[src/rtl/mcp9808_pkg.sv]
`default_nettype none
// ============================================================================
// Module      : mcp9808_pkg
// Description : Shared MCP9808 definitions for the initiator and the bus-side
//               responder: register pointers, fixed address nibble, register
//               reset values and the responder FSM state type.
// Revision    : 1.0 - initial release
// ============================================================================
package mcp9808_pkg;

  // Fixed upper nibble of the 7-bit target address
  localparam logic [3:0] I2C_FADDR   = 4'b0011;

  // Register pointers
  localparam logic [3:0] RFU_REG     = 4'h0;
  localparam logic [3:0] CONFIG_REG  = 4'h1;
  localparam logic [3:0] TUPPER_REG  = 4'h2;
  localparam logic [3:0] TLOWER_REG  = 4'h3;
  localparam logic [3:0] TCRIT_REG   = 4'h4;
  localparam logic [3:0] TA_REG      = 4'h5;
  localparam logic [3:0] MANID_REG   = 4'h6;
  localparam logic [3:0] DEVID_REG   = 4'h7;
  localparam logic [3:0] RESOLTN_REG = 4'h8;

  // Register reset values (stored widths only)
  localparam logic [10:0] CONFIG_RST  = 11'h000;
  localparam logic [10:0] TLIMIT_RST  = 11'h000;
  localparam logic [1:0]  RESOLTN_RST = 2'b11;

  typedef enum logic [3:0] {
    ST_IDLE      = 4'd0,
    ST_ADDR      = 4'd1,
    ST_ADDR_ACK  = 4'd2,
    ST_PTR       = 4'd3,
    ST_PTR_ACK   = 4'd4,
    ST_WDATA     = 4'd5,
    ST_WDATA_ACK = 4'd6,
    ST_RDATA     = 4'd7,
    ST_RDATA_ACK = 4'd8,
    ST_IGNORE    = 4'd9
  } rsp_state_t;

  // Pointers that address a writable 16-bit register
  function automatic logic reg_is_word(input logic [3:0] p);
    return (p >= CONFIG_REG) && (p <= TCRIT_REG);
  endfunction

endpackage
`default_nettype wire

[src/rtl/i2c_line_sync.sv]
`default_nettype none
// ============================================================================
// Module      : i2c_line_sync
// Description : Two-flop synchronizers for SCL/SDA plus single-cycle SCL
//               rise/fall and START/STOP condition pulses, all derived from
//               the synchronized levels.
// Ports       : clk, rst (sync, active-low)
//               scl_pin, sda_pin   raw bus inputs
//               sda                synchronized SDA level
//               scl_rise/scl_fall  one-clk SCL edge pulses
//               start/stop         one-clk bus condition pulses
// Revision    : 1.0 - initial release
// ============================================================================
module i2c_line_sync (
  input  logic clk,
  input  logic rst,
  input  logic scl_pin,
  input  logic sda_pin,
  output logic sda,
  output logic scl_rise,
  output logic scl_fall,
  output logic start,
  output logic stop
);

  logic [1:0] r_scl_sync;
  logic [1:0] r_sda_sync;
  logic       r_scl_d;
  logic       r_sda_d;

  // Reset to the idle bus level so no spurious edge follows reset release
  always_ff @(posedge clk) begin
    if (!rst) begin
      r_scl_sync <= 2'b11;
      r_sda_sync <= 2'b11;
      r_scl_d    <= 1'b1;
      r_sda_d    <= 1'b1;
    end else begin
      r_scl_sync <= {r_scl_sync[0], scl_pin};
      r_sda_sync <= {r_sda_sync[0], sda_pin};
      r_scl_d    <= r_scl_sync[1];
      r_sda_d    <= r_sda_sync[1];
    end
  end

  assign sda      = r_sda_sync[1];
  assign scl_rise =  r_scl_sync[1] & ~r_scl_d;
  assign scl_fall = ~r_scl_sync[1] &  r_scl_d;
  // SCL must be high before and after the SDA transition
  assign start    = r_scl_sync[1] & r_scl_d &  r_sda_d & ~r_sda_sync[1];
  assign stop     = r_scl_sync[1] & r_scl_d & ~r_sda_d &  r_sda_sync[1];

endmodule
`default_nettype wire

[src/rtl/mcp9808_responder.sv]
`default_nettype none
// ============================================================================
// Module      : mcp9808_responder
// Description : I2C target emulating the MCP9808 register map. Decodes
//               address/pointer/write/read transfers, ACKs or NACKs, and
//               serves an ambient-temperature register built from tempSrc.
// Ports       : clk, rst (sync, active-low)
//               addressPins  low three address bits
//               SCL_i, SDA_i bus inputs; SDA_o (always 0), SDA_t (1 = release)
//               tempSrc      13-bit two's complement temperature, 1/16 degC
//               shutdown     CONFIG[8]; res RESOLUTION[1:0]
//               busy         addressed transfer in progress until STOP
// Revision    : 1.0 - initial release
// ============================================================================
module mcp9808_responder
  import mcp9808_pkg::*;
#(
  parameter logic [3:0]  ADDR_FIXED = I2C_FADDR,
  parameter logic [15:0] MAN_ID     = 16'h0054,
  parameter logic [15:0] DEV_ID     = 16'h0400
) (
  input  logic        clk,
  input  logic        rst,
  input  logic [2:0]  addressPins,
  input  logic        SCL_i,
  input  logic        SDA_i,
  output logic        SDA_o,
  output logic        SDA_t,
  input  logic [12:0] tempSrc,
  output logic        shutdown,
  output logic [1:0]  res,
  output logic        busy
);

  logic w_sda, w_scl_rise, w_scl_fall, w_start, w_stop;

  i2c_line_sync u_sync (
    .clk      (clk),
    .rst      (rst),
    .scl_pin  (SCL_i),
    .sda_pin  (SDA_i),
    .sda      (w_sda),
    .scl_rise (w_scl_rise),
    .scl_fall (w_scl_fall),
    .start    (w_start),
    .stop     (w_stop)
  );

  rsp_state_t  r_state, w_state_nxt;
  logic [2:0]  r_bitcnt;
  logic [7:0]  r_shift_in;
  logic        r_ack_on;     // ACK states: low phase active; RDATA_ACK: master ACKed
  logic        r_rw;
  logic [3:0]  r_ptr;
  logic [1:0]  r_byte_idx;   // write byte index, saturates at 2
  logic [4:0]  r_msb;        // only the MSB bits that any register stores
  logic [15:0] r_tx;
  logic        r_rd_byte;    // 0 = first byte of the word being sent
  logic        r_sda_t;
  logic        r_busy;
  logic [10:0] r_cfg;
  logic [10:0] r_tupper, r_tlower, r_tcrit;
  logic [1:0]  r_res;
  logic [12:0] r_ta;

  logic        w_bit_last;
  logic [7:0]  w_byte;
  logic        w_addr_hit;
  logic        w_byte_fits;
  logic [15:0] w_rd_word;
  logic [2:0]  w_flags;
  logic signed [12:0] w_ta_s, w_upper_s, w_lower_s, w_crit_s;

  assign w_bit_last = (r_bitcnt == 3'd7);
  assign w_byte     = {r_shift_in[6:0], w_sda};
  assign w_addr_hit = (w_byte[7:1] == {ADDR_FIXED, addressPins});

  always_comb begin
    w_byte_fits = 1'b1;
    if (reg_is_word(r_ptr))
      w_byte_fits = (r_byte_idx != 2'd2);
    else if (r_ptr == RESOLTN_REG)
      w_byte_fits = (r_byte_idx == 2'd0);
  end

  // Limits are compared at full 13-bit scale with their two LSBs forced to 0
  assign w_ta_s    = r_ta;
  assign w_upper_s = {r_tupper, 2'b00};
  assign w_lower_s = {r_tlower, 2'b00};
  assign w_crit_s  = {r_tcrit,  2'b00};
  assign w_flags   = {w_ta_s >= w_crit_s, w_ta_s > w_upper_s, w_ta_s < w_lower_s};

  // 8-bit registers are left-justified so the second byte shifts out as 0x00
  always_comb begin
    w_rd_word = 16'h0000;
    case (r_ptr)
      CONFIG_REG:  w_rd_word = {5'b0, r_cfg};
      TUPPER_REG:  w_rd_word = {3'b0, r_tupper, 2'b00};
      TLOWER_REG:  w_rd_word = {3'b0, r_tlower, 2'b00};
      TCRIT_REG:   w_rd_word = {3'b0, r_tcrit,  2'b00};
      TA_REG:      w_rd_word = {w_flags, r_ta};
      MANID_REG:   w_rd_word = MAN_ID;
      DEVID_REG:   w_rd_word = DEV_ID;
      RESOLTN_REG: w_rd_word = {6'b0, r_res, 8'h00};
      default:     w_rd_word = 16'h0000;
    endcase
  end

  always_ff @(posedge clk) begin
    if (!rst) r_state <= ST_IDLE;
    else      r_state <= w_state_nxt;
  end

  always_comb begin
    w_state_nxt = r_state;
    if (w_start)
      w_state_nxt = ST_ADDR;
    else if (w_stop)
      w_state_nxt = ST_IDLE;
    else begin
      case (r_state)
        ST_ADDR:      if (w_scl_rise && w_bit_last)
                        w_state_nxt = w_addr_hit ? ST_ADDR_ACK : ST_IGNORE;
        ST_ADDR_ACK:  if (w_scl_fall && r_ack_on)
                        w_state_nxt = r_rw ? ST_RDATA : ST_PTR;
        ST_PTR:       if (w_scl_rise && w_bit_last) w_state_nxt = ST_PTR_ACK;
        ST_PTR_ACK:   if (w_scl_fall && r_ack_on)   w_state_nxt = ST_WDATA;
        ST_WDATA:     if (w_scl_rise && w_bit_last)
                        w_state_nxt = w_byte_fits ? ST_WDATA_ACK : ST_IGNORE;
        ST_WDATA_ACK: if (w_scl_fall && r_ack_on)   w_state_nxt = ST_WDATA;
        ST_RDATA:     if (w_scl_rise && w_bit_last) w_state_nxt = ST_RDATA_ACK;
        ST_RDATA_ACK: begin
          if (w_scl_rise && w_sda)
            w_state_nxt = ST_IGNORE;
          else if (w_scl_fall && r_ack_on)
            w_state_nxt = ST_RDATA;
        end
        default: w_state_nxt = r_state;
      endcase
    end
  end

  always_ff @(posedge clk) begin
    if (!rst) begin
      r_bitcnt   <= 3'd0;
      r_shift_in <= 8'h00;
      r_ack_on   <= 1'b0;
      r_rw       <= 1'b0;
      r_ptr      <= RFU_REG;
      r_byte_idx <= 2'd0;
      r_msb      <= 5'd0;
      r_tx       <= 16'h0000;
      r_rd_byte  <= 1'b0;
      r_sda_t    <= 1'b1;
      r_busy     <= 1'b0;
      r_cfg      <= CONFIG_RST;
      r_tupper   <= TLIMIT_RST;
      r_tlower   <= TLIMIT_RST;
      r_tcrit    <= TLIMIT_RST;
      r_res      <= RESOLTN_RST;
      r_ta       <= 13'd0;
    end else begin
      if (!r_cfg[8]) r_ta <= tempSrc;

      if (w_start) begin
        r_bitcnt <= 3'd0;
        r_ack_on <= 1'b0;
        r_sda_t  <= 1'b1;
      end else if (w_stop) begin
        r_ack_on <= 1'b0;
        r_sda_t  <= 1'b1;
        r_busy   <= 1'b0;
      end else begin
        case (r_state)
          ST_ADDR, ST_PTR, ST_WDATA: begin
            if (w_scl_rise) begin
              r_shift_in <= w_byte;
              r_bitcnt   <= r_bitcnt + 3'd1;
              if (w_bit_last) begin
                if (r_state == ST_ADDR) begin
                  r_rw <= w_byte[0];
                  if (w_addr_hit) r_busy <= 1'b1;
                end
                if (r_state == ST_PTR) r_ptr <= w_byte[3:0];
                if (r_state == ST_WDATA && r_byte_idx == 2'd0) r_msb <= w_byte[4:0];
              end
            end
          end

          // First fall after bit 8 pulls SDA low (and commits writes);
          // the following fall ends the ACK slot.
          ST_ADDR_ACK, ST_PTR_ACK, ST_WDATA_ACK: begin
            if (w_scl_fall) begin
              if (!r_ack_on) begin
                r_ack_on <= 1'b1;
                r_sda_t  <= 1'b0;
                if (r_state == ST_WDATA_ACK) begin
                  if (reg_is_word(r_ptr) && r_byte_idx == 2'd1) begin
                    case (r_ptr)
                      CONFIG_REG: r_cfg    <= {r_msb[2:0], r_shift_in};
                      TUPPER_REG: r_tupper <= {r_msb, r_shift_in[7:2]};
                      TLOWER_REG: r_tlower <= {r_msb, r_shift_in[7:2]};
                      TCRIT_REG:  r_tcrit  <= {r_msb, r_shift_in[7:2]};
                      default: ;
                    endcase
                  end
                  if (r_ptr == RESOLTN_REG && r_byte_idx == 2'd0)
                    r_res <= r_shift_in[1:0];
                end
              end else begin
                r_ack_on <= 1'b0;
                r_sda_t  <= 1'b1;
                if (r_state == ST_ADDR_ACK && r_rw) begin
                  r_tx      <= w_rd_word;
                  r_sda_t   <= w_rd_word[15];
                  r_rd_byte <= 1'b0;
                end
                if (r_state == ST_PTR_ACK) r_byte_idx <= 2'd0;
                if (r_state == ST_WDATA_ACK && r_byte_idx != 2'd2)
                  r_byte_idx <= r_byte_idx + 2'd1;
              end
            end
          end

          ST_RDATA: begin
            if (w_scl_rise) r_bitcnt <= r_bitcnt + 3'd1;
            if (w_scl_fall) begin
              r_tx    <= {r_tx[14:0], 1'b0};
              r_sda_t <= r_tx[14];
            end
          end

          // Fall ending bit 8 releases SDA for the master; after an ACK the
          // next fall drives the next byte, reloading after a full word.
          ST_RDATA_ACK: begin
            if (w_scl_rise && !w_sda) r_ack_on <= 1'b1;
            if (w_scl_fall) begin
              if (!r_ack_on) begin
                r_tx    <= {r_tx[14:0], 1'b0};
                r_sda_t <= 1'b1;
              end else begin
                r_ack_on  <= 1'b0;
                r_rd_byte <= ~r_rd_byte;
                if (r_rd_byte) begin
                  r_tx    <= w_rd_word;
                  r_sda_t <= w_rd_word[15];
                end else begin
                  r_sda_t <= r_tx[15];
                end
              end
            end
          end

          default: r_sda_t <= 1'b1;
        endcase
      end
    end
  end

  assign SDA_o    = 1'b0;
  assign SDA_t    = r_sda_t;
  assign busy     = r_busy;
  assign shutdown = r_cfg[8];
  assign res      = r_res;

endmodule
`default_nettype wire

[config.mk]
export PLATFORM = sky130hd
export DESIGN_NAME = mcp9808_responder
export DESIGN_NICKNAME = d
export VERILOG_FILES = /design/src/rtl/mcp9808_pkg.sv /design/src/rtl/i2c_line_sync.sv /design/src/rtl/mcp9808_responder.sv
export SDC_FILE = /design/constraint.sdc
export NUM_CORES = 1
export LEC_CHECK = 0
export BUFFER_PORTS_ARGS = -buffer_cell sky130_fd_sc_hd__buf_4
export CAP_MARGIN = 20
export CORE_MARGIN = 10
export CORE_UTILIZATION = 50
export DETAILED_ROUTE_END_ITERATION = 8
export PLACE_DENSITY = 0.67
export SLEW_MARGIN = 30
export SYNTH_ARGS = -nofsm -noshare
export SYNTH_HDL_FRONTEND = slang
export SYNTH_SLANG_ARGS = --single-unit
export TNS_END_PERCENT = 30
[constraint.sdc]
create_clock -name clk -period 2.4 [get_ports clk]
set_clock_uncertainty 0.05 [all_clocks]
set_input_delay 0.6 -clock clk [delete_from_list [all_inputs] [get_ports clk]]
set_output_delay 0.6 -clock clk [all_outputs]
set_load 0.02 [all_outputs]
**After elaboration in Yosys (flattened, before gate mapping)**

Index checks and enable logic that the tools add are counted.

- Bits in registers: 112
- Latch bits: 0
- Memory bits (writable): 0
- ROM bits: 0
- Output and inout port bits: 6
- Word-level logic and storage cells: 187
- Memories kept: 0

- $add $sub $neg: 2
- Multiply operators: 0
- Divide/modulo/power cells: 0
- $lt $le $gt $ge: 5
- Equality and inequality tests: 41
- Shift-type cells: 0
- Mux-type cells: 53
- Bitwise gates (word level): 17
- Reductions and logical operators: 46

Operators with widths:

| kind | count |
|---|---|
| 16-bit case mux with 8 select lines | 1 |
| 16-bit 2-to-1 mux | 7 |
| 8-bit AND reduction | 7 |
| 16-bit case mux with 3 select lines | 1 |
| 4-bit 2-to-1 mux | 10 |
| 4-bit by 3-bit == test with 1-bit output (second input constant) | 8 |
| 6-bit AND reduction | 5 |
| 4-bit case mux with 7 select lines | 1 |
| 1-bit 2-to-1 mux | 27 |
| 2-bit inequality test (second input constant) | 12 |
| 4-bit by 2-bit inequality test with 1-bit output (second input constant) | 5 |
| 4-bit by 2-bit == test with 1-bit output (second input constant) | 4 |
| 2-bit nonzero test | 7 |
| 13-bit >= comparator | 1 |
| 13-bit > comparator | 1 |
| 13-bit < comparator | 1 |
| 1-bit logical AND | 10 |
| 1-bit NOT | 10 |
| 9-bit AND reduction | 1 |
| 9-bit nonzero test | 1 |
| 3-bit OR reduction | 3 |
| 4-bit by 1-bit == test with 1-bit output (second input constant) | 2 |
| 4-bit == test (second input constant) | 2 |
| 4-bit AND reduction | 2 |
| 25 further kinds | 35 |

**Depth between registers and ports, before layout**

Gate-level depths: netlist of run 1.

- Depth after elaboration: 8
- Gate-level depth with buffers: 9
- Depth with buffers taken out: 8

**By module**

A second synthesis of run 1 with hierarchy kept.

- Cells, all modules: 757
- Area, all modules: 6,379.9 um^2

Modules (own cells, without submodules):

| module | times used | cells each | area each (um^2) |
|---|---|---|---|
| mcp9808_responder | 1 | 741 | 6,189.7 |
| i2c_line_sync | 1 | 16 | 190.2 |

**Worst setup path before layout of run 1**

Ideal clock, no wire load.

- Kind: register to register
- From: register r_state[1]
- To: register r_tx[8]
- Setup time: 132 ps
- Data arrival time: 1,708 ps
- Data required time: 2,218 ps
- Setup slack: 509 ps
- Stages on the path, launching flop included: 9
- Path through: dfxtp_1 -> buf_6 -> or4b_4 -> o22ai_4 -> or2b_2 -> buf_6 -> a31oi_1 -> a21oi_2 -> a21oi_1

- Word-level cells in the longest chain between the ends: 4

Ends and longest elaborated chain:

| what | line | source |
|---|---|---|
| start, declared | mcp9808_responder.sv:49 | `rsp_state_t r_state, w_state_nxt;` |
| start signal, assigned | mcp9808_responder.sv:111 | `else r_state <= w_state_nxt;` |
| 4-bit by 2-bit == test with 1-bit output / 4-bit by 3-bit == test with 1-bit output (equally long branches) | mcp9808_responder.sv:174, mcp9808_responder.sv:213 |  |
| 3-bit OR reduction / 1-bit logical AND (equally long branches) | mcp9808_responder.sv:174, mcp9808_responder.sv:213 |  |
| 2-bit inequality test (no source line) / 3-bit nonzero test (equally long branches) | n/a |  |
| 9-bit AND reduction (no source line) | n/a |  |
| end signal, assigned | mcp9808_responder.sv:214 | `r_tx <= w_rd_word;` |
| end signal, assigned | mcp9808_responder.sv:228 | `r_tx <= {r_tx[14:0], 1'b0};` |
| end signal, assigned | mcp9808_responder.sv:239 | `r_tx <= {r_tx[14:0], 1'b0};` |
| end, declared | mcp9808_responder.sv:57 | `logic [15:0] r_tx;` |

Several ways; a longest one is shown, not always the timed one.
A chain may end at the register's enable or synchronous reset.

**Final worst setup path of run 1**

- From: register r_state[2]
- To: register r_state[1]

- Word-level cells in the longest chain between the ends: 4

Ends and longest elaborated chain:

| what | line | source |
|---|---|---|
| 4-bit by 3-bit == test with 1-bit output | mcp9808_responder.sv:121 | `case (r_state)` |
| 2-bit OR reduction (no source line) | n/a |  |
| 7-bit nonzero test (no source line) / 2-bit by 1-bit inequality test with 1-bit output (equally long branches) | n/a |  |
| 8-bit AND reduction (no source line) | n/a |  |

Several ways; a longest one is shown, not always the timed one.

==> results of run 1 <==
-- kinds of logic (layout without fill, tap and decap cells) --
| group | count (synthesis) | after routing | share of synthesized area (%) |
|---|---|---|---|
| AOI/OAI and AO/OA | 194 | 194 | 20.50 |
| and+or+nand+nor | 259 | 259 | 20.16 |
| adders and majority gates | 37 | 37 | 7.731 |
| other | 1 | 1 | 0.06262 |
| muxes | 40 | 40 | 6.686 |
| DFF | 112 | 112 | 37.44 |
| xor gates and xnor gates | 7 | 7 | 1.024 |
| buffers and inverters | 91 | 111 | 6.393 |
-- flip-flops by register name, summed over array words and instances (netlist names), 2 cells and up --
signal	flops
r_tlower	11
r_bitcnt	3
r_tupper	11
res	2
r_shift_in	8
r_state	4
r_ptr	4
r_ta	13
u_sync.r_sda_sync	2
r_cfg	11
r_msb	5
r_tcrit	11
u_sync.r_scl_sync	2
r_byte_idx	2
r_tx	16
-- final cells by class --
class | count | area, um2
timing repair buffer | 50 | 400.4
inverter | 45 | 168.9
tap | 143 | 178.9
clock inverter | 6 | 50.05
fill | 1084 | 4926
clock buffer | 10 | 229.0
multi-input combinational | 538 | 3369
sequential | 112 | 2242
-- worst max-delay path: stages (launching register included) --
cell and delay [ps]:
dfxtp_1 470, buf_4 230, nor2_1 90, nor3_2 320
nor3_1 100, a21oi_2 300, o311ai_0 260, o221a_2 300
-- stage by stage --
step	total power [mW]	setup WS, ps	instance area (um2)
6_report	3.581	178.9	6639
3_3_place_gp	2.140	283.2	6357
5_1_grt	3.711	8.474	6639
2_1_floorplan	2.067	509.2	5988
4_1_cts	3.600	217.4	6636
3_5_place_dp	2.147	234.6	6357
-- worst min path at each step --
stage | start | endpoint | slack [ps] | depth (start not counted)
after floorplan | u_sync.r_scl_sync[0]$_SDFF_PN1_ | u_sync.r_scl_sync[1]$_SDFF_PN1_ | 340 | 1
after global placement | u_sync.r_scl_sync[0]$_SDFF_PN1_ | u_sync.r_scl_sync[1]$_SDFF_PN1_ | 350 | 1
after detailed placement | u_sync.r_sda_sync[0]$_SDFF_PN1_ | u_sync.r_sda_sync[1]$_SDFF_PN1_ | 360 | 1
after CTS | SCL_i | u_sync.r_scl_sync[0]$_SDFF_PN1_ | 360 | 2
after global routing | SDA_i | u_sync.r_sda_sync[0]$_SDFF_PN1_ | 370 | 2
final | SCL_i | u_sync.r_scl_sync[0]$_SDFF_PN1_ | 370 | 2
-- per-layer routing --
layer	vias up	GRT usage, %
li1	2628	-
met1	2591	29.72
met2	169	31.70
met3	24	4.690
met4	0	7.209
met5	-	0
-- placed cells by master (no fill, tap or decap), types with 8 or more instances in the layout --
cell,count
a21oi_1,78
a21oi_2,11
a22oi_1,25
a31oi_1,16
buf_4,48
clkbuf_16,9
dfxtp_1,112
ha_1,37
inv_1,44
mux2i_1,40
nand2_1,107
nand2b_1,15
nand3_1,23
nor2_1,62
nor3_1,8
o21ai_0,24
-- power by group through the flow --
stage	clock (mW)	sequential, mW	combinational [mW]
6_report	1.47	1.90	0.204
5_1_grt	1.58	1.91	0.229
4_1_cts	1.49	1.90	0.203
3_5_place_dp	0	1.95	0.201
3_3_place_gp	0	1.95	0.193
2_1_floorplan	0	1.93	0.134
==> impl_metrics.json, run 1 <==
{
  "synth_top_cell_by_area": "dfxtp_1",
  "numPortBuffers": 24,
  "numPlacedInstances": 888,
  "die_height_um": 129.4,
  "final_cell_count_no_fill": 904,
  "number_of_iterations_in_the_first_detailed_routing_pass": 5,
  "clock_power_share_pct": 41.2,
  "powerDensity_mw_per_mm2": 539.4,
  "synthesis.nets": 798,
  "reg2regPathDepth": 7,
  "path_class": "reg -> reg",
  "synth.distinct_cells": 57,
  "max_freq_mhz": 450.2,
  "finish.utilization_pct": 57.41,
  "std_cell_rows": 39,
  "top_layer": "met4",
  "coreArea_mm2": 0.01156,
  "initialDrtViolationCount": 628,
  "area_growth_pct": 10.87,
  "met2_length_um": 7831,
  "finalSetupViolations": 0,
  "grt_antenna_before_repair": 0,
  "ir_worst_vdd_mv": 0.5292,
  "fp.dieArea_mm2": 0.01675,
  "synthArstFlopShare_pct": 0,
  "maximum_number_of_pins_on_one_net_before_global_route_repair": 79,
  "p_int_mw": 2.690,
  "mappedNetlistArea_mm2": 0.005988,
  "post-dp-hpwl_um": 12890,
  "yosysWarnings": 0,
  "worst_hold_path_type": "in -> reg",
  "totalNegativeSetupSlack_ps": 0,
  "hold-worst-slack_ps": 371.3,
  "cts_htree_levels": 3,
  "cp-startpoint": "r_state[2]$_SDFFE_PP0P_",
  "dominant_register_cell_in_the_synthesized_netlist": "dfxtp_1",
  "slew_headroom_pct": 52.59,
  "power.net_switching_mw": 0.8913,
  "worst_setup_path_endpoint": "r_state[1]$_SDFFE_PP0P_",
  "timing.critical_path.arrival_ps": 2420,
  "timing.rr.start": "r_state[2]$_SDFFE_PP0P_",
  "drive_gt1_share_pct": 11.83,
  "drv_slew": 0,
  "yosys_register_bits": 112,
  "antenna-diode-count": 0,
  "cp-end-kind": "flop",
  "setup_repair_after_global_routing_missed_its_margin": "false",
  "cts.clk_slew.worst_paths_ps": 70,
  "crit_path_required_time_ps": 2600,
  "num_vias": 5412,
  "met3_wirelength_um": 1225,
  "clockBufferDepth": 2,
  "nNetsFinal": 813,
  "ys_seq_area_share_pct": 37.44,
  "layout_min_cycle_time_ps": 2221,
  "path_max_fanout": 10,
  "post-route-drc-count": 0,
  "finalHoldViolCount": 0,
  "rr_endpoint": "r_state[1]$_SDFFE_PP0P_",
  "root_buffer": "clkbuf_16",
  "post_drt_via_cell_ratio": 5.987,
  "grt_pass1_wl_um": 27920,
  "timing.max_cap.violations": 0,
  "starting_density_pct": 51.78,
  "run_status": "completed",
  "syn_area_per_cell_um2": 8.081,
  "cp_startpoint_kind": "flop",
  "finalWirelength_um": 17480,
  "netSwitchingFraction_pct": 24.89,
  "clkSinkCount": 112,
  "globalRoute.totalOverflow": 0,
  "drt.antenna.violating_nets": 0,
  "io_pins": 26,
  "most_frequently_used_cell_type_in_the_post_synthesis_netlist": "dfxtp_1",
  "gpl.final_weighted_congestion": 0.9388,
  "worst-r2r-setup-slack_ps": 180,
  "leakage_nw": 2.430,
  "p_comb_share_pct": 5.7,
  "cts_inserted_buffers": 9,
  "worst-slew-pin-transition_ps": 707.4,
  "route.layer.met1.wl_um": 8108,
  "grt_pass1_vias": 5087,
  "synth.top_cells.by_area": "dfxtp_1 37%, ha_1 7.7%, nand2_1 6.7%",
  "area_share_of_the_leading_cell_type_in_the_synthesized_netlist_pct": 37.44,
  "grtUsageTotal_pct": 21.27,
  "cts_setup_buffers": 0,
  "final.period_utilization_pct": 92.55,
  "cts_resized": 0,
  "ys_top_cells_by_count": "112 x dfxtp_1, 107 x nand2_1, 79 x a21oi_1, 63 x nor2_1, 45 x inv_1",
  "avgRoutedWirePerCell_um": 19.34,
  "chipWidth_um": 129.4,
  "synthesis.instances": 741,
  "synth-edff-count": 0,
  "insertion_delay_ps": 370,
  "sequentialPowerShare_pct": 53.2,
  "cts_hold_buffers": 0,
  "tritoncts": "built"
}
No activity file was read; power rests on OpenSTA's default activity.
==> inputs of run 2 (changes only) <==
--- a/config.mk
+++ b/config.mk
@@ -6,11 +6,11 @@
 export NUM_CORES = 1
 export LEC_CHECK = 0
 export BUFFER_PORTS_ARGS = -buffer_cell sky130_fd_sc_hd__buf_4
-export CAP_MARGIN = 20
+export CORE_ASPECT_RATIO = 0.9
 export CORE_MARGIN = 10
 export CORE_UTILIZATION = 50
 export DETAILED_ROUTE_END_ITERATION = 8
-export PLACE_DENSITY = 0.67
+export PLACE_DENSITY = 0.69
 export SLEW_MARGIN = 30
 export SYNTH_ARGS = -nofsm -noshare
 export SYNTH_HDL_FRONTEND = slang
==> constraint.sdc (replaced) <==
create_clock -name clk -period 1.8 [get_ports clk]
set_clock_uncertainty 0.05 [all_clocks]
set_input_delay 0.45 -clock clk [delete_from_list [all_inputs] [get_ports clk]]
set_output_delay 0.45 -clock clk [all_outputs]
set_load 0.02 [all_outputs]
==> impl_metrics.json, run 2 (same netlist as run 1, synthesis figures left out) <==
{
  "run_status": "finished with violations",
  "violations": "setup timing",
  "crit_path_required_time_ps": 2000,
  "initialDrtViolationCount": 562,
  "cts_htree_levels": 3,
  "reg2regPathDepth": 6,
  "area_growth_pct": 32.14,
  "rr_endpoint": "r_tx[7]$_SDFFE_PN0P_",
  "least_setup_slack_across_all_paths_after_layout_ps": -82.82,
  "p_comb_share_pct": 7.4,
  "number_of_iterations_in_the_first_detailed_routing_pass": 7,
  "cts_hold_buffers": 0,
  "ir_worst_vdd_mv": 0.7157,
  "cts.clk_slew.worst_paths_ps": 70,
  "cp_startpoint_kind": "flop",
  "path_max_fanout": 7,
  "insertion_delay_ps": 360,
  "layout.area.seq_mm2": 0.002272,
  "timing.critical_path.arrival_ps": 2090,
  "power.net_switching_mw": 1.195,
  "drv_slew": 0,
  "numPlacedInstances": 997,
  "fp.dieArea_mm2": 0.01676,
  "max_freq_mhz": 531.1,
  "coreArea_mm2": 0.01157,
  "grt_pass1_vias": 5577,
  "placed_cell_area_mm2": 0.007122,
  "clockBufferDepth": 2,
  "drive_gt1_share_pct": 30.57,
  "antenna-diode-count": 0,
  "registers.top_by_ff_count": "r_tx",
  "finalWirelength_um": 20530,
  "path_class": "reg -> reg",
  "starting_density_pct": 51.74,
  "final_cell_count_no_fill": 1023,
  "layout_common_cells": "141 x buf_4, 105 x nand2_1, 92 x dfxtp_1",
  "largest_register_ffs": 16,
  "cts_inserted_buffers": 9,
  "post-route-drc-count": 0,
  "finalHoldViolCount": 0,
  "finish.utilization_pct": 68.37,
  "hold_path_end": "u_sync.r_scl_sync[0]$_SDFF_PN1_",
  "layout_top_registers": "r_tx (16), r_ta (13)",
  "io_pins": 26,
  "post-dp-hpwl_um": 14730,
  "worst_hold_path_type": "in -> reg",
  "multiInputGateArea_mm2": 0.003687,
  "leakage_nw": 3.067,
  "chipWidth_um": 135.4,
  "num_vias": 6000,
  "layout_commonest_cell": "buf_4",
  "grt_antenna_before_repair": 0,
  "maximum_number_of_pins_on_one_net_before_global_route_repair": 59,
  "worst_min_delay_path_startpoint": "SCL_i",
  "final.period_utilization_pct": 104.6,
  "netSwitchingFraction_pct": 23.29,
  "clock_power_share_pct": 43.6,
  "cp-end-kind": "flop",
  "final_cell_area_mm2": 0.007913,
  "drt.antenna.violating_nets": 0,
  "layout_min_cycle_time_ps": 1883,
  "timing.hold.worst_path_depth": 2,
  "post_drt_via_cell_ratio": 5.865,
  "numPortBuffers": 24,
  "nNetsFinal": 919,
  "worst-slew-pin-transition_ps": 509.5,
  "avgRoutedWirePerCell_um": 20.07,
  "root_buffer": "clkbuf_16",
  "worst-r2r-setup-slack_ps": -80,
  "slew_headroom_pct": 65.67,
  "p_int_mw": 3.937,
  "timing.max_cap.violations": 0,
  "setup_repair_after_global_routing_missed_its_margin": "true",
  "sequentialPowerShare_pct": 49.0,
  "clkSinkCount": 112,
  "tritoncts": "built",
  "finalSetupViolations": 26,
  "preCtsSetupSlack_ps": -149.5,
  "fillCellCount": 937,
  "die_height_um": 123.8,
  "std_cell_rows": 37,
  "timing.rr.start": "r_state[0]$_SDFFE_PN0P_",
  "powerDensity_mw_per_mm2": 648.7,
  "grt_pass1_wl_um": 31320,
  "gpl.final_weighted_congestion": 1.005,
  "grtUsageTotal_pct": 24.05,
  "globalRoute.totalOverflow": 0
}
run 2: cell count changes in the layout (fill, tap and decap cells not counted), sizes merged:
cell      before  now
inv           49   46
bufinv         0    2
clkinvlp       1    2
or2b           1    2
buf           50  153
clkbuf        10   12
run 2: how the worst max path moves through the flow:
stage	from	end	slack [ps]	depth (start not counted)
2_1_floorplan	r_state[1]$_SDFFE_PP0P_	r_tx[8]$_SDFFE_PN0P_	-90	8
3_3_place_gp	u_sync.r_scl_d$_SDFF_PN1_	r_tlower[10]$_SDFFE_PN0P_	-170	9
3_5_place_dp	u_sync.r_scl_sync[1]$_SDFF_PN1_	r_tupper[3]$_SDFFE_PN0P_	-150	8
4_1_cts	r_ta[10]$_SDFFE_PN0N_	r_tx[14]$_SDFFE_PN0P_	-110	6
5_1_grt	r_ta[6]$_SDFFE_PN0N_	r_tx[13]$_SDFFE_PN0P_	-140	7
6_report	r_state[0]$_SDFFE_PN0P_	r_tx[7]$_SDFFE_PN0P_	-80	6
run 2: power by group through the flow:
stage	sequential [mW]	clock, mW	combinational [mW]
after floorplan	2.58	0	0.179
after global placement	2.57	0	0.321
after detailed placement	2.58	0	0.332
after CTS	2.52	2.25	0.338
after global routing	2.52	2.33	0.411
final	2.52	2.24	0.379
run 2: per-layer routing:
| layer | wire length, um | track usage, % | vias to the layer above |
|---|---|---|---|
| met1 | 9270 | 33.66 | 2858 |
| met5 | 0 | 0 | - |
| met4 | 400 | 6.384 | 0 |
| met3 | 1894 | 6.320 | 32 |
| met2 | 8962 | 35.95 | 268 |
| li1 | - | - | 2842 |
run 2: final cells by class:
class	instances	share of cell area (%)
timing repair buffer	155	15.91
multi-input combinational	539	46.60
inverter	45	2.135
tap	156	2.467
clock inverter	6	1.154
sequential	112	28.72
clock buffer	10	3.020
run 2: per-stage QoR:
step	power, mW	setup TNS [ps]	hold WS (ps)
detailed placement	2.907	-3889	348.8
floorplan	2.757	-864.0	336.3
finish	5.133	-935.3	221.6
CTS	5.108	-366.7	220.5
global route	5.262	-3846	220.7
global placement	2.894	-4265	349.8
run 2: worst max-delay path, stage by stage, from the launching register on:
cell and delay, ps:
dfxtp_4 370, or4b_4 540, o22ai_4 250, or2b_4 260, a31oi_2 70, a21oi_2 150
a21oi_1 80
run 2: what timing repair did:
item | CTS | global route
pin swaps | 9 | 17
setup buffers | 0 | 4
cloned | 5 | 1
gates resized for setup | 51 | 52
endpoints found under the setup margin | 57 | 76
==> inputs of run 3 (changes only) <==
--- a/config.mk
+++ b/config.mk
@@ -11,6 +11,7 @@
 export CORE_UTILIZATION = 50
 export DETAILED_ROUTE_END_ITERATION = 8
 export PLACE_DENSITY = 0.69
+export REMOVE_ABC_BUFFERS = 1
 export SLEW_MARGIN = 30
 export SYNTH_ARGS = -nofsm -noshare
 export SYNTH_HDL_FRONTEND = slang
==> impl_metrics.json, run 3 (same netlist as run 1, synthesis figures left out) <==
{
  "run_status": "finished with violations",
  "violations": "setup timing",
  "finalWirelength_um": 19830,
  "numPortBuffers": 24,
  "post_drt_via_cell_ratio": 5.883,
  "fp.dieArea_mm2": 0.01676,
  "path_max_fanout": 6,
  "number_of_iterations_in_the_first_detailed_routing_pass": 5,
  "largest_register_ffs": 16,
  "cts_hold_buffers": 0,
  "critPathMaxStageDelay_ps": 540,
  "powerDensity_mw_per_mm2": 604.8,
  "cts_inserted_buffers": 9,
  "timing.hold.worst_path_depth": 2,
  "maximum_number_of_pins_on_one_net_before_global_route_repair": 85,
  "die_height_um": 123.8,
  "coreArea_mm2": 0.01157,
  "path_delay_family": "simple AND/OR/NAND/NOR gates",
  "cp-end-kind": "flop",
  "worst_min_delay_path_startpoint": "SDA_i",
  "path_class": "reg -> reg",
  "p_comb_share_pct": 7.5,
  "reg2regPathDepth": 7,
  "totalNegativeSetupSlack_ps": -2255,
  "leakage_nw": 3.133,
  "grtUsageTotal_pct": 23.13,
  "num_vias": 6071,
  "drv_slew": 0,
  "post-dp-hpwl_um": 13740,
  "max_freq_mhz": 512.3,
  "rr_endpoint": "r_tx[3]$_SDFFE_PN0P_",
  "worst_hold_path_type": "in -> reg",
  "worst-r2r-setup-slack_ps": -150,
  "netSwitchingFraction_pct": 24.20,
  "timing.max_cap.violations": 0,
  "layout_min_cycle_time_ps": 1952,
  "critical_path_depth": 7,
  "cp_num_buf_inv": 1,
  "clkSinkCount": 112,
  "starting_density_pct": 51.74,
  "timing.critical_path.arrival_ps": 2160,
  "hold_path_end": "u_sync.r_sda_sync[0]$_SDFF_PN1_",
  "io_pins": 26,
  "grt_pass1_vias": 5649,
  "route.layer.met1.wl_um": 8663,
  "cts_htree_levels": 3,
  "met3_wirelength_um": 1686,
  "met2_length_um": 9074,
  "sequentialPowerShare_pct": 50.8,
  "grt_pass1_wl_um": 30690,
  "clock_power_share_pct": 41.7,
  "grt_antenna_before_repair": 0,
  "post-route-drc-count": 0,
  "power.net_switching_mw": 1.201,
  "avgRoutedWirePerCell_um": 19.21,
  "registers.top_by_ff_count": "r_tx",
  "gpl.final_weighted_congestion": 0.9181,
  "critical_path_cell_list": "or4b_4, o22ai_4, or2b_4, buf_12, a31oi_2, a21oi_2, a21oi_1",
  "cp-startpoint": "r_state[0]$_SDFFE_PN0P_",
  "chipWidth_um": 135.4,
  "finalHoldViolCount": 0,
  "antenna-diode-count": 0,
  "fin_total_pwr_mw": 4.962,
  "globalRoute.totalOverflow": 0,
  "area_growth_pct": 37.02,
  "root_buffer": "clkbuf_16",
  "timing.rr.start": "r_state[0]$_SDFFE_PN0P_",
  "nNetsFinal": 929,
  "crit_path_required_time_ps": 2010,
  "insertion_delay_ps": 360,
  "crit_path_top_delay_cell": "or4b_4",
  "finish.utilization_pct": 70.90,
  "ir_worst_vdd_mv": 0.7337,
  "drive_gt1_share_pct": 35.16,
  "top_layer": "met4",
  "tritoncts": "built",
  "layout_common_cells": "140 x buf_4, 97 x nand2_1, 90 x dfxtp_1",
  "cts.clk_slew.worst_paths_ps": 80,
  "layout_top_registers": "r_tx (16), r_ta (13)",
  "cp_startpoint_kind": "flop",
  "std_cell_rows": 37,
  "final.period_utilization_pct": 108.5,
  "p_int_mw": 3.762,
  "finalSetupViolations": 50,
  "drt.antenna.violating_nets": 0,
  "layout_commonest_cell": "buf_4",
  "clockBufferDepth": 2,
  "least_setup_slack_across_all_paths_after_layout_ps": -152.2,
  "initialDrtViolationCount": 688,
  "setup_repair_after_global_routing_missed_its_margin": "true"
}
run 3: power groups by stage:
| stage | Clock (mW) | Sequential (mW) | Combinational (mW) |
|---|---|---|---|
| final | 2.07 | 2.52 | 0.373 |
| after global routing | 2.17 | 2.53 | 0.408 |
| after CTS | 2.08 | 2.52 | 0.335 |
| after detailed placement | 0 | 2.58 | 0.326 |
| after global placement | 0 | 2.58 | 0.314 |
| after floorplan | 0 | 2.58 | 0.162 |
run 3: worst max-delay path by stage:
stage | to | slack, ps
after floorplan | r_tx[13]$_SDFFE_PN0P_ | -880
after global placement | r_state[2]$_SDFFE_PP0P_ | -250
after detailed placement | r_tx[11]$_SDFFE_PN0P_ | -210
after CTS | r_tx[11]$_SDFFE_PN0P_ | -110
after global routing | r_tx[3]$_SDFFE_PN0P_ | -220
final | r_tx[3]$_SDFFE_PN0P_ | -150
run 3: layout make-up:
type	instances	area (um2)
Tap cell	156	195.2
Multi-Input combinational cell	539	3871
Inverter	45	168.9
Clock inverter	5	63.81
Timing Repair Buffer	165	1395
Fill cell	885	3368
Sequential cell	112	2282
Clock buffer	10	229.0
run 3: worst reg2reg max path: stages, from the launching register on:
cell and delay (ps):
dfxtp_4 370, or4b_4 540, o22ai_4 270, or2b_4 240, buf_12 130, a31oi_2 50, a21oi_2 120, a21oi_1 70
run 3: routing by layer:
metal / up-vias / global-route usage, %
li1: 2851 / -
met1: 2903 / 32.25
met2: 273 / 35.67
met3: 44 / 4.509
met4: 0 / 6.519
met5: - / 0
run 3: through the flow:
stage	hold slack (ps)	instances	cell area [um2]	setup slack [ps]
6_report	212.8	1032	8205	-152.2
5_1_grt	222.6	1032	8205	-220.4
4_1_cts	207.4	1021	7660	-110.0
3_5_place_dp	355.2	999	7159	-213.4
2_1_floorplan	336.3	695	5774	-879.9
3_3_place_gp	342.8	999	7159	-247.1
run 3: timing repair:
item | in CTS | in global routing
pin swaps | 6 | 49
gates resized for setup | 48 | 117
hold endpoints to repair | 0 | 0
endpoints found under the setup margin | 69 | 79
cloned | 4 | 2
buffers inserted | 3 | 10
